<file path="src/rtl/connect_mode_ctrl_if.sv">
// Handshake and status bundle between the CONNECT mode sequencer and its environment.
interface connect_mode_ctrl_if #(
   parameter int unsigned CNT_W = 4
);
   logic             REQ_VALID_i;
   logic             REQ_MODE_i;
   logic             REQ_READY_o;
   logic             ARVALID_i;
   logic             ARREADY_i;
   logic             AWVALID_i;
   logic             AWREADY_i;
   logic             RVALID_i;
   logic             RREADY_i;
   logic             RLAST_i;
   logic             BVALID_i;
   logic             BREADY_i;
   logic             AIDC_BUSY_i;
   logic             ERR_CLR_i;
   logic             ENABLE_o;
   logic             HOLD_o;
   logic             DONE_o;
   logic             TIMEOUT_o;
   logic             ERR_o;
   logic [1:0]       STATE_o;
   logic [CNT_W-1:0] RD_CNT_o;
   logic [CNT_W-1:0] WR_CNT_o;

   modport master (
      output REQ_VALID_i, REQ_MODE_i, ARVALID_i, ARREADY_i, AWVALID_i, AWREADY_i,
             RVALID_i, RREADY_i, RLAST_i, BVALID_i, BREADY_i, AIDC_BUSY_i, ERR_CLR_i,
      input  REQ_READY_o, ENABLE_o, HOLD_o, DONE_o, TIMEOUT_o, ERR_o, STATE_o,
             RD_CNT_o, WR_CNT_o
   );

   modport slave (
      input  REQ_VALID_i, REQ_MODE_i, ARVALID_i, ARREADY_i, AWVALID_i, AWREADY_i,
             RVALID_i, RREADY_i, RLAST_i, BVALID_i, BREADY_i, AIDC_BUSY_i, ERR_CLR_i,
      output REQ_READY_o, ENABLE_o, HOLD_o, DONE_o, TIMEOUT_o, ERR_o, STATE_o,
             RD_CNT_o, WR_CNT_o
   );
endinterface

</file>
<file path="src/rtl/connect_mode_ctrl.sv">
// Mode sequencer owning CONNECT ENABLE: drains XHB traffic and AIDC before flipping modes.
// Optional drain abort enabled by defining CONNECT_DRAIN_TIMEOUT_EN.
module connect_mode_ctrl #(
   parameter int unsigned CNT_W          = 4,
   parameter int unsigned SETTLE_CYCLES  = 4,
   parameter int unsigned TIMEOUT_CYCLES = 1024
) (
   input logic               CLK_i,
   input logic               RST_i,
   connect_mode_ctrl_if.slave bus
);

   typedef enum logic [1:0] {
      ST_RUN    = 2'd0,
      ST_DRAIN  = 2'd1,
      ST_SWITCH = 2'd2,
      ST_SETTLE = 2'd3
   } state_t;

   localparam logic [7:0] SETTLE_LAST = 8'(SETTLE_CYCLES - 1);

   state_t           r_state;
   state_t           w_state_nxt;
   logic             r_enable;
   logic             r_target;
   logic             r_done;
   logic             r_timeout;
   logic             r_err;
   logic [CNT_W-1:0] r_rd_cnt;
   logic [CNT_W-1:0] r_wr_cnt;
   logic [7:0]       r_settle_cnt;

   logic             w_ar;
   logic             w_aw;
   logic             w_r;
   logic             w_b;
   logic [CNT_W-1:0] w_rd_nxt;
   logic [CNT_W-1:0] w_wr_nxt;
   logic             w_rd_err;
   logic             w_wr_err;
   logic             w_quiet;
   logic             w_hold;
   logic             w_ready;
   logic             w_done_nxt;
   logic             w_timeout_nxt;
   logic             w_latch_target;
   logic             w_to_expired;

   assign w_ar = bus.ARVALID_i & bus.ARREADY_i;
   assign w_aw = bus.AWVALID_i & bus.AWREADY_i;
   assign w_r  = bus.RVALID_i & bus.RREADY_i & bus.RLAST_i;
   assign w_b  = bus.BVALID_i & bus.BREADY_i;

   // Saturating counters; an event that would wrap is flagged instead of applied.
   always_comb begin
      w_rd_nxt = r_rd_cnt;
      w_rd_err = 1'b0;
      if (w_ar && !w_r) begin
         if (r_rd_cnt == '1) w_rd_err = 1'b1;
         else                w_rd_nxt = r_rd_cnt + 1'b1;
      end else if (w_r && !w_ar) begin
         if (r_rd_cnt == '0) w_rd_err = 1'b1;
         else                w_rd_nxt = r_rd_cnt - 1'b1;
      end
   end

   always_comb begin
      w_wr_nxt = r_wr_cnt;
      w_wr_err = 1'b0;
      if (w_aw && !w_b) begin
         if (r_wr_cnt == '1) w_wr_err = 1'b1;
         else                w_wr_nxt = r_wr_cnt + 1'b1;
      end else if (w_b && !w_aw) begin
         if (r_wr_cnt == '0) w_wr_err = 1'b1;
         else                w_wr_nxt = r_wr_cnt - 1'b1;
      end
   end

   assign w_quiet = (r_rd_cnt == '0) && (r_wr_cnt == '0) && !bus.AIDC_BUSY_i && !w_ar && !w_aw;

`ifdef CONNECT_DRAIN_TIMEOUT_EN
   localparam int unsigned   TO_W    = $clog2(TIMEOUT_CYCLES + 1);
   localparam logic [TO_W-1:0] TO_LAST = TO_W'(TIMEOUT_CYCLES - 1);

   logic [TO_W-1:0] r_to_cnt;

   // Always zero outside DRAIN, so it is clear on every DRAIN entry.
   always_ff @(posedge CLK_i) begin
      if (RST_i || r_state != ST_DRAIN) r_to_cnt <= '0;
      else                              r_to_cnt <= r_to_cnt + 1'b1;
   end

   assign w_to_expired = (r_to_cnt == TO_LAST);
`else
   localparam int unsigned unused_timeout_cycles = TIMEOUT_CYCLES;
   assign w_to_expired = 1'b0;
`endif

   always_comb begin
      w_state_nxt    = r_state;
      w_hold         = 1'b1;
      w_ready        = 1'b0;
      w_done_nxt     = 1'b0;
      w_timeout_nxt  = 1'b0;
      w_latch_target = 1'b0;
      case (r_state)
         ST_RUN: begin
            w_hold  = 1'b0;
            w_ready = 1'b1;
            if (bus.REQ_VALID_i) begin
               if (bus.REQ_MODE_i == r_enable) begin
                  w_done_nxt = 1'b1;
               end else begin
                  w_latch_target = 1'b1;
                  w_state_nxt    = ST_DRAIN;
               end
            end
         end
         ST_DRAIN: begin
            if (w_quiet) begin
               w_state_nxt = ST_SWITCH;
            end else if (w_to_expired) begin
               w_timeout_nxt = 1'b1;
               w_state_nxt   = ST_RUN;
            end
         end
         ST_SWITCH: w_state_nxt = ST_SETTLE;
         ST_SETTLE: begin
            if (r_settle_cnt == SETTLE_LAST) begin
               w_done_nxt  = 1'b1;
               w_state_nxt = ST_RUN;
            end
         end
         default: w_state_nxt = ST_RUN;
      endcase
   end

   always_ff @(posedge CLK_i) begin
      if (RST_i) begin
         r_state <= ST_RUN;
      end else begin
         r_state <= w_state_nxt;
      end
   end

   always_ff @(posedge CLK_i) begin
      if (RST_i) begin
         r_enable     <= 1'b0;
         r_target     <= 1'b0;
         r_done       <= 1'b0;
         r_timeout    <= 1'b0;
         r_err        <= 1'b0;
         r_rd_cnt     <= '0;
         r_wr_cnt     <= '0;
         r_settle_cnt <= '0;
      end else begin
         r_done    <= w_done_nxt;
         r_timeout <= w_timeout_nxt;
         r_rd_cnt  <= w_rd_nxt;
         r_wr_cnt  <= w_wr_nxt;
         if (w_latch_target)        r_target <= bus.REQ_MODE_i;
         if (r_state == ST_SWITCH)  r_enable <= r_target;
         if (r_state == ST_SETTLE)  r_settle_cnt <= r_settle_cnt + 1'b1;
         else                       r_settle_cnt <= '0;
         if (w_rd_err || w_wr_err)  r_err <= 1'b1;
         else if (bus.ERR_CLR_i)    r_err <= 1'b0;
      end
   end

   assign bus.REQ_READY_o = w_ready;
   assign bus.HOLD_o      = w_hold;
   assign bus.ENABLE_o    = r_enable;
   assign bus.DONE_o      = r_done;
   assign bus.TIMEOUT_o   = r_timeout;
   assign bus.ERR_o       = r_err;
   assign bus.STATE_o     = r_state;
   assign bus.RD_CNT_o    = r_rd_cnt;
   assign bus.WR_CNT_o    = r_wr_cnt;

endmodule

</file>
<file path="src/flat_wrapper.sv">
// flat-port wrapper written by rule: the top's interface ports become plain ports
module connect_mode_ctrl_flat 
#(
   parameter int unsigned CNT_W          = 4,
   parameter int unsigned SETTLE_CYCLES  = 4,
   parameter int unsigned TIMEOUT_CYCLES = 1024
)
  (CLK_i, RST_i, bus_REQ_VALID_i, bus_REQ_MODE_i, bus_ARVALID_i, bus_ARREADY_i, bus_AWVALID_i, bus_AWREADY_i, bus_RVALID_i, bus_RREADY_i, bus_RLAST_i, bus_BVALID_i, bus_BREADY_i, bus_AIDC_BUSY_i, bus_ERR_CLR_i, bus_REQ_READY_o, bus_ENABLE_o, bus_HOLD_o, bus_DONE_o, bus_TIMEOUT_o, bus_ERR_o, bus_STATE_o, bus_RD_CNT_o, bus_WR_CNT_o);
  connect_mode_ctrl_if #(.CNT_W(CNT_W)) bus_i ();
  input logic CLK_i;
  input logic RST_i;
  input wire logic [$bits(bus_i.REQ_VALID_i)-1:0] bus_REQ_VALID_i;
  input wire logic [$bits(bus_i.REQ_MODE_i)-1:0] bus_REQ_MODE_i;
  input wire logic [$bits(bus_i.ARVALID_i)-1:0] bus_ARVALID_i;
  input wire logic [$bits(bus_i.ARREADY_i)-1:0] bus_ARREADY_i;
  input wire logic [$bits(bus_i.AWVALID_i)-1:0] bus_AWVALID_i;
  input wire logic [$bits(bus_i.AWREADY_i)-1:0] bus_AWREADY_i;
  input wire logic [$bits(bus_i.RVALID_i)-1:0] bus_RVALID_i;
  input wire logic [$bits(bus_i.RREADY_i)-1:0] bus_RREADY_i;
  input wire logic [$bits(bus_i.RLAST_i)-1:0] bus_RLAST_i;
  input wire logic [$bits(bus_i.BVALID_i)-1:0] bus_BVALID_i;
  input wire logic [$bits(bus_i.BREADY_i)-1:0] bus_BREADY_i;
  input wire logic [$bits(bus_i.AIDC_BUSY_i)-1:0] bus_AIDC_BUSY_i;
  input wire logic [$bits(bus_i.ERR_CLR_i)-1:0] bus_ERR_CLR_i;
  output wire logic [$bits(bus_i.REQ_READY_o)-1:0] bus_REQ_READY_o;
  output wire logic [$bits(bus_i.ENABLE_o)-1:0] bus_ENABLE_o;
  output wire logic [$bits(bus_i.HOLD_o)-1:0] bus_HOLD_o;
  output wire logic [$bits(bus_i.DONE_o)-1:0] bus_DONE_o;
  output wire logic [$bits(bus_i.TIMEOUT_o)-1:0] bus_TIMEOUT_o;
  output wire logic [$bits(bus_i.ERR_o)-1:0] bus_ERR_o;
  output wire logic [$bits(bus_i.STATE_o)-1:0] bus_STATE_o;
  output wire logic [$bits(bus_i.RD_CNT_o)-1:0] bus_RD_CNT_o;
  output wire logic [$bits(bus_i.WR_CNT_o)-1:0] bus_WR_CNT_o;
  assign bus_i.REQ_VALID_i = bus_REQ_VALID_i;
  assign bus_i.REQ_MODE_i = bus_REQ_MODE_i;
  assign bus_i.ARVALID_i = bus_ARVALID_i;
  assign bus_i.ARREADY_i = bus_ARREADY_i;
  assign bus_i.AWVALID_i = bus_AWVALID_i;
  assign bus_i.AWREADY_i = bus_AWREADY_i;
  assign bus_i.RVALID_i = bus_RVALID_i;
  assign bus_i.RREADY_i = bus_RREADY_i;
  assign bus_i.RLAST_i = bus_RLAST_i;
  assign bus_i.BVALID_i = bus_BVALID_i;
  assign bus_i.BREADY_i = bus_BREADY_i;
  assign bus_i.AIDC_BUSY_i = bus_AIDC_BUSY_i;
  assign bus_i.ERR_CLR_i = bus_ERR_CLR_i;
  assign bus_REQ_READY_o = bus_i.REQ_READY_o;
  assign bus_ENABLE_o = bus_i.ENABLE_o;
  assign bus_HOLD_o = bus_i.HOLD_o;
  assign bus_DONE_o = bus_i.DONE_o;
  assign bus_TIMEOUT_o = bus_i.TIMEOUT_o;
  assign bus_ERR_o = bus_i.ERR_o;
  assign bus_STATE_o = bus_i.STATE_o;
  assign bus_RD_CNT_o = bus_i.RD_CNT_o;
  assign bus_WR_CNT_o = bus_i.WR_CNT_o;
  connect_mode_ctrl #(.CNT_W(CNT_W), .SETTLE_CYCLES(SETTLE_CYCLES), .TIMEOUT_CYCLES(TIMEOUT_CYCLES)) u_core (.CLK_i(CLK_i), .RST_i(RST_i), .bus(bus_i));
endmodule
</file>
<file path="config.mk">
export PLATFORM = sky130hd
export DESIGN_NAME = connect_mode_ctrl_flat
export DESIGN_NICKNAME = d
export VERILOG_FILES = /design/src/rtl/connect_mode_ctrl_if.sv /design/src/rtl/connect_mode_ctrl.sv /design/src/flat_wrapper.sv
export SDC_FILE = /design/constraint.sdc
export NUM_CORES = 1
export LEC_CHECK = 0
export ABC_CLOCK_PERIOD_IN_PS = 2930
export CELL_PAD_IN_SITES_DETAIL_PLACEMENT = 0
export CELL_PAD_IN_SITES_GLOBAL_PLACEMENT = 2
export CORE_ASPECT_RATIO = 0.75
export CORE_MARGIN = 5
export CORE_UTILIZATION = 29
export CTS_CLUSTER_DIAMETER = 120
export CTS_CLUSTER_SIZE = 16
export DETAILED_ROUTE_END_ITERATION = 12
export PLACE_DENSITY_LB_ADDON = 0.1
export SLEW_MARGIN = 10
export SYNTH_ARGS = -nofsm -noshare
export SYNTH_HDL_FRONTEND = slang
export SYNTH_SLANG_ARGS = --single-unit
</file>
<file path="constraint.sdc">
create_clock -name CLK_i -period 2.93 [get_ports CLK_i]
set_input_delay 0.7325 -clock CLK_i [delete_from_list [all_inputs] [get_ports CLK_i]]
set_output_delay 0.7325 -clock CLK_i [all_outputs]
set_load 0.01 [all_outputs]
</file>
After elaboration in Yosys (flattened, before gate mapping)
Cells that the tools add are included.
- add/sub/neg operators: 5
- $lt $le $gt $ge: 0
- shift-type cells: 0
- bitwise operators: 6
- reduce and logical (&&, ||, !) cells: 24
- divide/modulo/power cells: 0
- multiply operators: 0
- equal/unequal tests: 15
- mux-type cells: 32
- operator list (kind ; count):
    2-to-1 mux 4 bit ; 8
    2-to-1 mux 1 bit ; 18
    adder 4 x 1 -> 4 bit, second input constant ; 2
    adder 8 x 1 -> 8 bit, second input constant ; 1
    equality test 4 bit, second input constant ; 2
    equality test 8 x 2 -> 1 bit, second input constant ; 1
    logical AND 1 bit ; 8
    logical NOT 4 bit ; 2
    2-to-1 mux 2 bit ; 4
    != test 2 x 1 -> 1 bit, second input constant ; 4
    != test 2 bit, second input constant ; 4
    one-hot mux 2 bit (4 select lines) ; 1
    subtractor 4 x 1 -> 4 bit, second input constant ; 2
    AND reduction 3 bit ; 2
    nonzero test 2 bit ; 3
    bitwise AND 1 bit ; 5
    logical NOT 1 bit ; 5
    equality test 2 bit, second input constant ; 2
    AND reduction 4 bit ; 1
    equality test 2 x 1 -> 1 bit, second input constant ; 1
    logical NOT 2 bit ; 1
    one-hot mux 1 bit (2 select lines) ; 1
    OR reduction 2 bit ; 1
    equality test 1 bit ; 1
    other kinds (2) ; 2
- input port bits: 15
- RAM bits: 0
- output and inout port bits: 16
- bits in latches: 0
- memories kept: 0
- ROM bits: 0
- bits in registers: 22

Depth between registers and ports, before layout
- depth after elaboration: 7
- depth in mapped cells: 9

Worst setup path after synthesis
Ideal clock, no wire load.
- path kind: in2reg
- start: input bus_BVALID_i
- end: register u_core.r_wr_cnt[3] (netlist: u_core.bus.WR_CNT_o[3])
- setup slack: 0.679 ns
- path buffers: 0
- cell stages on the path: 7
- required time: 2.809 ns
- data arrival time: 2.131 ns
- path through: nand2_1 > nand3_1 > ha_1 > a21o_1 > a21oi_1 > mux2i_1 > mux2_2
- longest elaborated chain between the ends: 5
- elaborated cells between the ends (all ways): 9
- those cells by class: eq/ne: 2; mux: 1; bitwise: 1; reduce/logical: 5
- RTL lines (item ; RTL line ; RTL):
    start: declaration ; flat_wrapper.sv:21 ; input wire logic [$bits(bus_i.BVALID_i)-1:0] bus_BVALID_i;
    bitwise AND 1 bit * ; connect_mode_ctrl.sv:52 ; assign w_b = bus.BVALID_i & bus.BREADY_i;
    logical NOT 1 bit ; connect_mode_ctrl.sv:70 ; if (w_aw && !w_b) begin
    logical AND 1 bit ; connect_mode_ctrl.sv:70 ;
    != test 2 bit (no source line) (tied with other cells) ; n/a ;
    AND reduction 3 bit (no source line) ; n/a ;
    end signal: assignment ; connect_mode_ctrl.sv:160 ; r_wr_cnt <= w_wr_nxt;
    end: declaration ; connect_mode_ctrl.sv:30 ; logic [CNT_W-1:0] r_wr_cnt;
Mark *: on every way between the ends. The rest lies on a longest branch, timed or not.
A chain may end at the register's enable or synchronous reset.

Final worst setup path
Same ends and word-level chain as after synthesis.

==> impl_metrics.csv <==
group,metric,value,unit
cells_and_area,fin_cells,241,
clock_network,clock-sinks,22,
logic_synthesis,syn_nets,178,
routing,vias,1159,
cells_and_area,fillerInstances,455,
worst_setup_path,worstRegToRegCells,5,
clock_network,clk_pin_slew_worst_paths,0.09,ns
sta,max_freq,385,MHz
place,placed_cells,237,
sta,relSlewSlack,65.2,%
clock_network,post-cts-setup-buffers,0,
floorplanning,start_util,30.1,%
logic_synthesis,synth_ff_type,"dfxtp_1",
sta,tns,0,ns
routing,drtPass1Iterations,4,
logic_synthesis,synth_edf_count,0,
logic_synthesis,yosysMostFrequentCell,"dfxtp_1",
logic_synthesis,yosysTopAreaCell,"dfxtp_1",
global_routing,antenna_found_initial,0,
logic_synthesis,synth_mux_area_share,4.66,%
worst_setup_path,crit_type,"in2reg",
clock_network,cts.hold.buffers_added,0,
global_routing,gr-usage-all-layers,10.7,%
floorplanning,num_rows,21,
power,leakage,0.663,nW
worst_setup_path,cp.required,3.09,ns
global_routing,grt_start_max_net_pins,15,
routing,antenna_left,0,
sta,fin_crit_sh,88.5,%
floorplanning,die_area,6100,um^2
status,status,"finished clean",
logic_synthesis,netlist_instances,153,
sta,fin_crit,2.59,ns
routing,drt-wirelength-per-cell,12.4,um
place,numPortBuffers,29,
run,cap_violations,0,
routing,post-route-drc-count,0,
sta,drv_slew,0,
cells_and_area,drive_gt1_share,10.3,%
cells_and_area,fin_area,1750,um^2
logic_synthesis,synth.avg_cell_area,8.77,um^2
cells_and_area,nNetsFinal,210,
min_path,worstHoldPathType,"reg2reg",
min_path,hp-start,"u_core.r_settle_cnt[0]",
logic_synthesis,synth_top_family_by_area,"simple AND/OR/NAND/NOR gates",
logic_synthesis,synthSimpleGateAreaFrac,28.5,%
logic_synthesis,synthXorXnorAreaFrac,5.87,%
sta,worst_slew_pin_slew,0.521,ns
floorplanning,core_area,4470,um^2
global_routing,grt_pass1_wl,5.14,mm
clock_network,root_buffer,"clkbuf_8",
place,gp_congestion,0.818,
global_routing,gr-total-overflow,0,
routing,post_drt_via_cell_ratio,4.81,
clock_network,cts_buffer_depth,2,
place,dpl.hpwl,2.32,mm
cells_and_area,antennaDiodeCount,0,
clock_network,cts_tree,"built",
sta,rsz0062_at_grt,"false",
sta,fin_skew,0.00834,ns
logic_synthesis,ys_seq_area_share,32.8,%
logic_synthesis,yosys-top-cells-count,"dfxtp_1 (22), nor2_1 (13), nand3_1 (11)",
floorplanning,die_height,68.9,um
worst_setup_path,setup.worst_path.start_class,"primary input",
worst_setup_path,reg2reg_from,"u_core.bus.WR_CNT_o[1]",
logic_synthesis,synth.distinct_cells,41,
worst_setup_path,worst-path-max-fanout,6,
worst_setup_path,regToRegEndpoint,"u_core.bus.WR_CNT_o[3]",
logic_synthesis,ys_ff_latch,22,
global_routing,grt_pass1_vias,1097,
logic_synthesis,synth-compound-area-share,14.0,%
power,irDropWorstVdd,0.307,mV
clock_network,cts-resized-gates,0,
worst_setup_path,r2r_slack,1.14,ns
sta,finalHoldViolations,0,
sta,whs,0.449,ns
logic_synthesis,ys_async_sr_fraction,0,%
logic_synthesis,yosysWarnings,0,
cells_and_area,regArea,440,um^2
clock_network,cts_buffers,3,
power,powerDensity,553,nW/um^2
logic_synthesis,syn_area,1340,um^2
floorplanning,die_x,88.6,um
logic_synthesis,synth_top_area_share,32.8,%
clock_network,htreeDepth,1,
sta,setup_viol,0,
routing,first_iter_violations,23,
cells_and_area,multi_input_area,848,um^2
routing,drt-total-wl,2.98,mm
place,place_area,1700,um^2
worst_setup_path,worstPathArrival,2.76,ns
cells_and_area,area_growth,30.7,%
logic_synthesis,synthAdderAreaFrac,9.88,%
min_path,hold-path-cell-count,1,
min_path,min_delay_worst_endpoint,"u_core.r_settle_cnt[0]",
clock_network,clock_latency,0.26,ns
worst_setup_path,crit_path_end_kind,"flop",
cells_and_area,post-route-util,39.3,%
floorplanning,io_pins,31,
logic_synthesis,yosys-top-cells-area,"dfxtp_1 (33%), ha_1 (8.4%), xor2_1 (4.6%)",
routing by layer:
layer,vias to the layer above,global-route usage (%),wire length [um]
met4,0,2.26,17
met2,29,15.7,1150
met3,2,2.97,219
met5,-,0,0
li1,613,-,-
met1,515,15.5,1600
worst max-delay path by stage:
| stage | startpoint | end | slack, ns | depth (start not counted) |
|---|---|---|---|---|
| after CTS | bus_BVALID_i | u_core.bus.WR_CNT_o[3] | 0.33 | 8 |
| after detailed placement | bus_BVALID_i | u_core.bus.WR_CNT_o[3] | 0.05 | 8 |
| final | bus_BVALID_i | u_core.bus.WR_CNT_o[3] | 0.34 | 8 |
| after global placement | bus_BVALID_i | u_core.bus.WR_CNT_o[3] | 0.07 | 8 |
| after floorplan | bus_BVALID_i | u_core.bus.WR_CNT_o[3] | 0.68 | 7 |
| after global routing | bus_BVALID_i | u_core.bus.WR_CNT_o[3] | 0.16 | 8 |
metrics by stage:
stage / setup slack [ns] / total power, mW
after floorplan: 0.679 / 0.597
after global placement: 0.0741 / 0.756
after detailed placement: 0.0459 / 0.753
after CTS: 0.326 / 0.986
after global routing: 0.165 / 1.04
final: 0.336 / 0.969
worst max-delay path, cell delays in order:
cell             delay (ns)
clkdlybuf4s50_1        0.43
nand2_1                0.15
nand3_1                0.17
ha_1                   0.31
a21o_1                 0.17
a21oi_1                0.21
mux2i_1                0.24
mux2_2                 0.34
cell usage in the layout, fill, tap and decap left out, types with 2 or more instances in the layout:
master / instances
clkdlybuf4s50_1: 29
buf_4: 4
mux2i_1: 4
nor3_1: 8
nand2_1: 5
nor3b_1: 2
xor2_1: 7
or3b_2: 2
o21ai_0: 6
a31oi_1: 5
a21oi_1: 8
and3_1: 5
nand2b_1: 5
or2_2: 2
nor2_1: 13
nand3_1: 11
nor2b_1: 3
dfxtp_1: 22
clkbuf_8: 4
a21boi_0: 2
xnor2_1: 2
a221oi_2: 2
ha_1: 9
nand4_1: 4
inv_1: 5
registers in the layout, indices dropped and copies added, names as in the netlist:
| signal | cells |
|---|---|
| u_core.r_settle_cnt | 8 |
| u_core.bus.STATE_o | 2 |
| u_core.r_target | 1 |
| u_core.bus.DONE_o | 1 |
| u_core.bus.WR_CNT_o | 4 |
| u_core.bus.ERR_o | 1 |
| u_core.bus.RD_CNT_o | 4 |
| u_core.bus.ENABLE_o | 1 |
kinds of logic (layout without fill, tap and decap cells):
logic type	after synthesis	after routing
AND/OR/NAND/NOR	66	66
multiplexers	6	6
other	1	1
AO/OA/AOI/OAI	28	28
adder cells (fa/ha/maj)	10	10
buffers and inverters	11	42
XOR/XNOR	9	9
flip-flops	22	22
power breakdown:
group | switching, mW | internal (mW) | leakage [nW]
Combinational | 0.167 | 0.203 | 0.455
Sequential | 0.0446 | 0.333 | 0.179
Clock | 0.102 | 0.120 | 0.0288
cell type report:
cell class	instances	area share, %
multi-input combinational	120	48.4
sequential	22	25.1
timing repair buffer	33	18.3
tap	57	4.07
clock buffer	4	3.14
inverter	5	1.07
Power figures use the tool's default switching activity.
